$ cat config.mk
export PLATFORM = sky130hd
export DESIGN_NAME = facto_ctrl
export DESIGN_NICKNAME = d
export VERILOG_FILES = /design/src/rtl/facto_ctrl.sv
export SDC_FILE = /design/constraint.sdc
export NUM_CORES = 1
export LEC_CHECK = 0
export BUFFER_PORTS_ARGS = -buffer_cell sky130_fd_sc_hd__buf_2
export CAP_MARGIN = 20
export CORE_AREA = 4 4 176 178
export CTS_BUF_LIST = sky130_fd_sc_hd__clkbuf_8
export DETAILED_ROUTE_END_ITERATION = 10
export DIE_AREA = 0 0 180 182
export PLACE_DENSITY = 0.68
export SLEW_MARGIN = 20
export SYNTH_ARGS = -nofsm -noshare
export SYNTH_HDL_FRONTEND = slang
export SYNTH_SLANG_ARGS = --single-unit
$ cat constraint.sdc
create_clock -name clk -period 3.8 [get_ports clk]
set_clock_uncertainty 0.15 [all_clocks]
set_input_delay 0.76 -clock clk [delete_from_list [all_inputs] [get_ports clk]]
set_output_delay 0.76 -clock clk [all_outputs]
set_load 0.1 [all_outputs]
$ cat src/rtl/facto_ctrl.sv
// rtl/facto_ctrl.sv - FactoCore control/register block: iterative operand! via external multiplier (optional FACTO_OVF_EN)
module facto_ctrl #(
  parameter int ADDR_W = 8
) (
  input  logic              clk,
  input  logic              reset_n,
  input  logic              s_sel,
  input  logic              s_wr,
  input  logic [ADDR_W-1:0] s_addr,
  input  logic [63:0]       s_din,
  output logic [63:0]       s_dout,
  output logic              mul_start,
  output logic [127:0]      mul_a,
  output logic [63:0]       mul_b,
  input  logic              mul_done,
  input  logic [127:0]      mul_result,
  output logic              m_interrupt
);

  typedef enum logic [1:0] {IDLE, MUL_REQ, MUL_WAIT, ABORT} state_t;

  state_t        state;
  logic [63:0]   operand;
  logic [63:0]   n;
  logic          intr_en;
  logic [127:0]  result;
  logic          done;
  logic          ovf;

  logic          wr;
  logic [4:0]    idx;
  logic          start_req;
  logic          clear_req;
  logic          done_nxt;
  logic          intr_en_nxt;
  logic          unused_addr;

  assign wr          = s_sel & s_wr;
  assign idx         = s_addr[7:3];
  assign start_req   = wr && (idx == 5'd0) && s_din[0];
  assign clear_req   = wr && (idx == 5'd1) && s_din[0];
  assign unused_addr = ^s_addr[2:0];

  assign mul_a = result;
  assign mul_b = n;

  // Next values of done and intrEn, shared by their registers and the interrupt register
  always_comb begin
    done_nxt    = done;
    intr_en_nxt = intr_en;
    if (wr && (idx == 5'd3)) intr_en_nxt = s_din[0];
    if (clear_req)
      done_nxt = 1'b0;
    else if ((state == IDLE) && start_req)
      done_nxt = (operand <= 64'd1);
    else if ((state == MUL_WAIT) && mul_done && (n == 64'd2))
      done_nxt = 1'b1;
  end

`ifdef FACTO_OVF_EN
  // Overflow flag: latched at start when operand! cannot fit in 128 bits
  always_ff @(posedge clk) begin
    if (!reset_n)
      ovf <= 1'b0;
    else if (clear_req)
      ovf <= 1'b0;
    else if ((state == IDLE) && start_req)
      ovf <= (operand > 64'd34);
  end
`else
  assign ovf = 1'b0;
`endif

  // Control FSM: register writes, multiply sequencing, abort handling
  always_ff @(posedge clk) begin
    if (!reset_n) begin
      state       <= IDLE;
      operand     <= '0;
      n           <= '0;
      intr_en     <= 1'b0;
      result      <= '0;
      done        <= 1'b0;
      mul_start   <= 1'b0;
      m_interrupt <= 1'b0;
    end else begin
      done        <= done_nxt;
      intr_en     <= intr_en_nxt;
      m_interrupt <= done_nxt & intr_en_nxt;
      mul_start   <= 1'b0;
      if (wr && (idx == 5'd4) && (state == IDLE)) operand <= s_din;
      case (state)
        IDLE: begin
          if (clear_req) begin
            result <= '0;
          end else if (start_req) begin
            result <= 128'd1;
            if (operand > 64'd1) begin
              n         <= operand;
              state     <= MUL_REQ;
              mul_start <= 1'b1;
            end
          end
        end
        MUL_REQ: begin
          if (clear_req) begin
            result <= '0;
            state  <= IDLE;
          end else begin
            state <= MUL_WAIT;
          end
        end
        MUL_WAIT: begin
          if (clear_req) begin
            // A product landing in the clear cycle is already discarded, so no abort wait is needed
            result <= '0;
            state  <= mul_done ? IDLE : ABORT;
          end else if (mul_done) begin
            result <= mul_result;
            n      <= n - 64'd1;
            if (n == 64'd2) begin
              state <= IDLE;
            end else begin
              state     <= MUL_REQ;
              mul_start <= 1'b1;
            end
          end
        end
        ABORT: begin
          if (clear_req) result <= '0;
          if (mul_done) state <= IDLE;
        end
        default: state <= IDLE;
      endcase
    end
  end

  // Register read mux
  always_comb begin
    s_dout = '0;
    if (s_sel && !s_wr) begin
      case (idx)
        5'd2:    s_dout = {61'b0, ovf, (state != IDLE), done};
        5'd3:    s_dout = {63'b0, intr_en};
        5'd4:    s_dout = operand;
        5'd5:    s_dout = result[127:64];
        5'd6:    s_dout = result[63:0];
        default: s_dout = '0;
      endcase
    end
  end

endmodule

==> results.json <==
{
  "status": "finished, final reports clean",
  "grt_usage": 0.317,
  "maxSlewHeadroom": 0.289,
  "final_layout_size_suffix_gt1_frac": 0.308,
  "routed_wl_um": 55200,
  "cts_tree": "built",
  "start_util": 0.431,
  "p_leak_nw": 7.32,
  "routedWlPerCell_um": 22.1,
  "antenna_found_initial": 9,
  "rsz0062_at_grt": "no",
  "ctsHtreeMaxLevel": 2,
  "clock_latency_ns": 0.57,
  "power.density_mw_per_mm2": 323,
  "syn_nets": 1880,
  "drv_cap": 0,
  "ant_nets": 0,
  "p_switching_mw": 1.35,
  "intPower_mw": 4.31,
  "fill_cells": 2674,
  "ios": 463,
  "slew_violations": 0,
  "ys_seq_area_frac": 0.414,
  "areaGrowthSynthToFinish_pct": 38.4,
  "dieArea_mm2": 0.0328,
  "cts_setup_buffers": 0,
  "fin_crit_ns": 3.28,
  "synthDistinctLibCells": 63,
  "design_area_mm2": 0.0175,
  "p_clk_frac": 0.462,
  "post_cts_resized": 0,
  "final_hold_viol_count": 0,
  "netlist_area_mm2": 0.0127,
  "die_h_um": 182,
  "synth_ff_type": "dfxtp_1",
  "fmax_ghz": 0.305,
  "cp.required_ns": 2.89,
  "crit_type": "input port to output port",
  "power_frac_seq": 0.487,
  "synth_area_per_cell_um2": 7.58,
  "p_sw_frac": 0.239,
  "vias": 14700,
  "synth-edff-count": 0,
  "vdd_drop_max_mv": 0.261,
  "max-clock-path-buffers": 3,
  "drcViolationCount": 0,
  "comb_power_share": 0.051,
  "tns_ns": 0,
  "async_flop_share": 0,
  "routabilityCongestion": 0.940,
  "rows": 63,
  "yosys_warnings": 0,
  "clkTransAtPathRegs_ns": 0.06,
  "synthDominantCellAreaShare": 0.414,
  "portBuffers": 459,
  "multi_input_area_mm2": 0.00724,
  "worst-path-max-fanout": 19,
  "post-route-period-util": 0.863,
  "drtIter0Drc": 1821,
  "postSynthCellCount": 1673,
  "critPathCaptureType": "output port",
  "ys_seq_elements": 262,
  "worstMarginPinSlew_ns": 1.07,
  "fin_nets": 2280,
  "final-setup-viol-count": 0,
  "placed_cell_area_mm2": 0.0166,
  "overflow": 0,
  "synth.area.top_cells": "dfxtp_1 (41%), nor2_1 (9.3%), a22oi_1 (7.6%)",
  "clkSinkCount": 262,
  "grt_pass1_wl_um": 82900,
  "grt_pass1_vias": 13600,
  "dp_hpwl_um": 40500,
  "ctsHoldBuffers": 0,
  "min_path_type": "input port to flop",
  "firstDrtPassIters": 6,
  "yosysTopAreaCell": "dfxtp_1",
  "fp.coreArea_mm2": 0.0294,
  "grt_start_max_net_pins": 97,
  "die_w_um": 180,
  "crit_path_start_kind": "input port",
  "cts_buffers": 46,
  "clockRootBuffer": "clkbuf_8",
  "cp.arrival_ns": 2.37,
  "regArea_mm2": 0.00525,
  "viasPerCell": 5.89
}
power by group through the flow:
stage	clock, mW	sequential (mW)	combinational (mW)
after floorplan	0	2.82	0.123
after global routing	2.77	2.76	0.309
after detailed placement	0	2.82	0.283
after CTS	2.65	2.76	0.283
after global placement	0	2.82	0.283
final	2.62	2.76	0.287
path summary, 6_finish.rpt:
path                     startpoint                       end  cells past startpoint  slack, ns
max                       s_addr[7]                 s_dout[2]                      8       0.52
min                       s_din[14]  operand[14]$_SDFFE_PN0P_                      3       0.28
max reg2reg   mul_b[0]$_SDFFE_PN0P_    mul_b[24]$_SDFFE_PN0P_                      8       0.63
min reg2reg  mul_b[24]$_SDFFE_PN0P_    mul_b[24]$_SDFFE_PN0P_                      2       0.32
cell usage after synthesis (all sizes together), types with 6 or more instances:
cell type and n:
a21oi 187, a22o 6, a22oi 128, a31oi 14
a32o 8, a32oi 7, buf 20, clkbuf 122
dfxtp 262, inv 10, mux2i 65, nand2 220
nand3 21, nand4 19, nor2 313, nor3 35
nor4 31, o211ai 6, o21a 9, o21ai 64
o31ai 21, o41ai 7, or3 13, or4 10
per-layer routing:
layer  share of wire  GRT usage  up-vias
li1                -          -     6819
met1            0.43      0.439     7026
met2            0.46      0.495      766
met3           0.079     0.0597      121
met4           0.035      0.115        0
met5               0          0        -
layout by cell type (no fill, tap or decap), types with 3 or more instances in the layout:
cell type  instances
o32ai_1            4
a32o_1             8
o31a_1             3
o41ai_1            7
o211ai_1           6
o31ai_1           21
nand2_1          220
a22o_1             6
or3_1             11
nor2_1           253
o21ai_0           62
or4_1              9
nand4_1           19
and3_1             3
a31o_2             5
nor4_1            31
a31oi_1           14
buf_12            70
diode_2           10
mux2i_1           65
nor2_2            27
o221a_2            4
clkbuf_8          59
buf_4             30
or2_2              5
inv_1             22
and2_1             4
a22oi_1          128
a32oi_1            7
nor3_1            33
nor2_4            33
dfxtp_1          262
a211oi_1           4
nand3_1           20
buf_2            394
a21oi_1          187
o21a_1             8
nand2b_1           4
cell type report:
type / instances / share of cell area
flip-flops and latches: 262 / 0.299
repair buffers: 494 / 0.205
well taps: 390 / 0.0278
clock buffers: 59 / 0.0463
multi-input cells: 1259 / 0.413
inverters: 10 / 0.00242
diodes: 10 / 0.00143
clock inverters: 16 / 0.00535
cells by family (layout without fill, tap and decap cells):
logic type,Yosys count,in the layout,share of synthesized area
simple gates,697,697,0.238
mux,67,67,0.0531
compound gates,493,493,0.248
buf+inv,152,579,0.0451
flops,262,262,0.414
fa+ha+maj,2,2,0.00197
other cells,0,10,0
sequential cells by signal, summed over array words and instances (netlist names):
name,cells
mul_start,1
state,2
mul_b,64
done,1
m_interrupt,1
mul_a,128
intr_en,1
operand,64
worst max-delay path, cell delays in order:
cell	delay [ns]
buf_2	0.12
nor2_1	0.14
nand3b_1	0.09
a31oi_1	0.27
nand3_4	0.23
buf_4	0.31
nor2_1	0.22
buf_12	0.20
through the flow:
step	std cells	hold slack, ns	power, mW	utilization	worst slack (ns)
floorplan	1673	0.307	2.94	-	-0.175
CTS	2490	0.257	5.69	0.596	0.520
global route	2499	0.267	5.84	0.597	0.324
detailed placement	2415	0.314	3.10	0.565	0.526
finish	2500	0.280	5.66	0.597	0.522
global placement	2415	0.310	3.10	0.565	0.561
(Power assumes the default switching activity.)
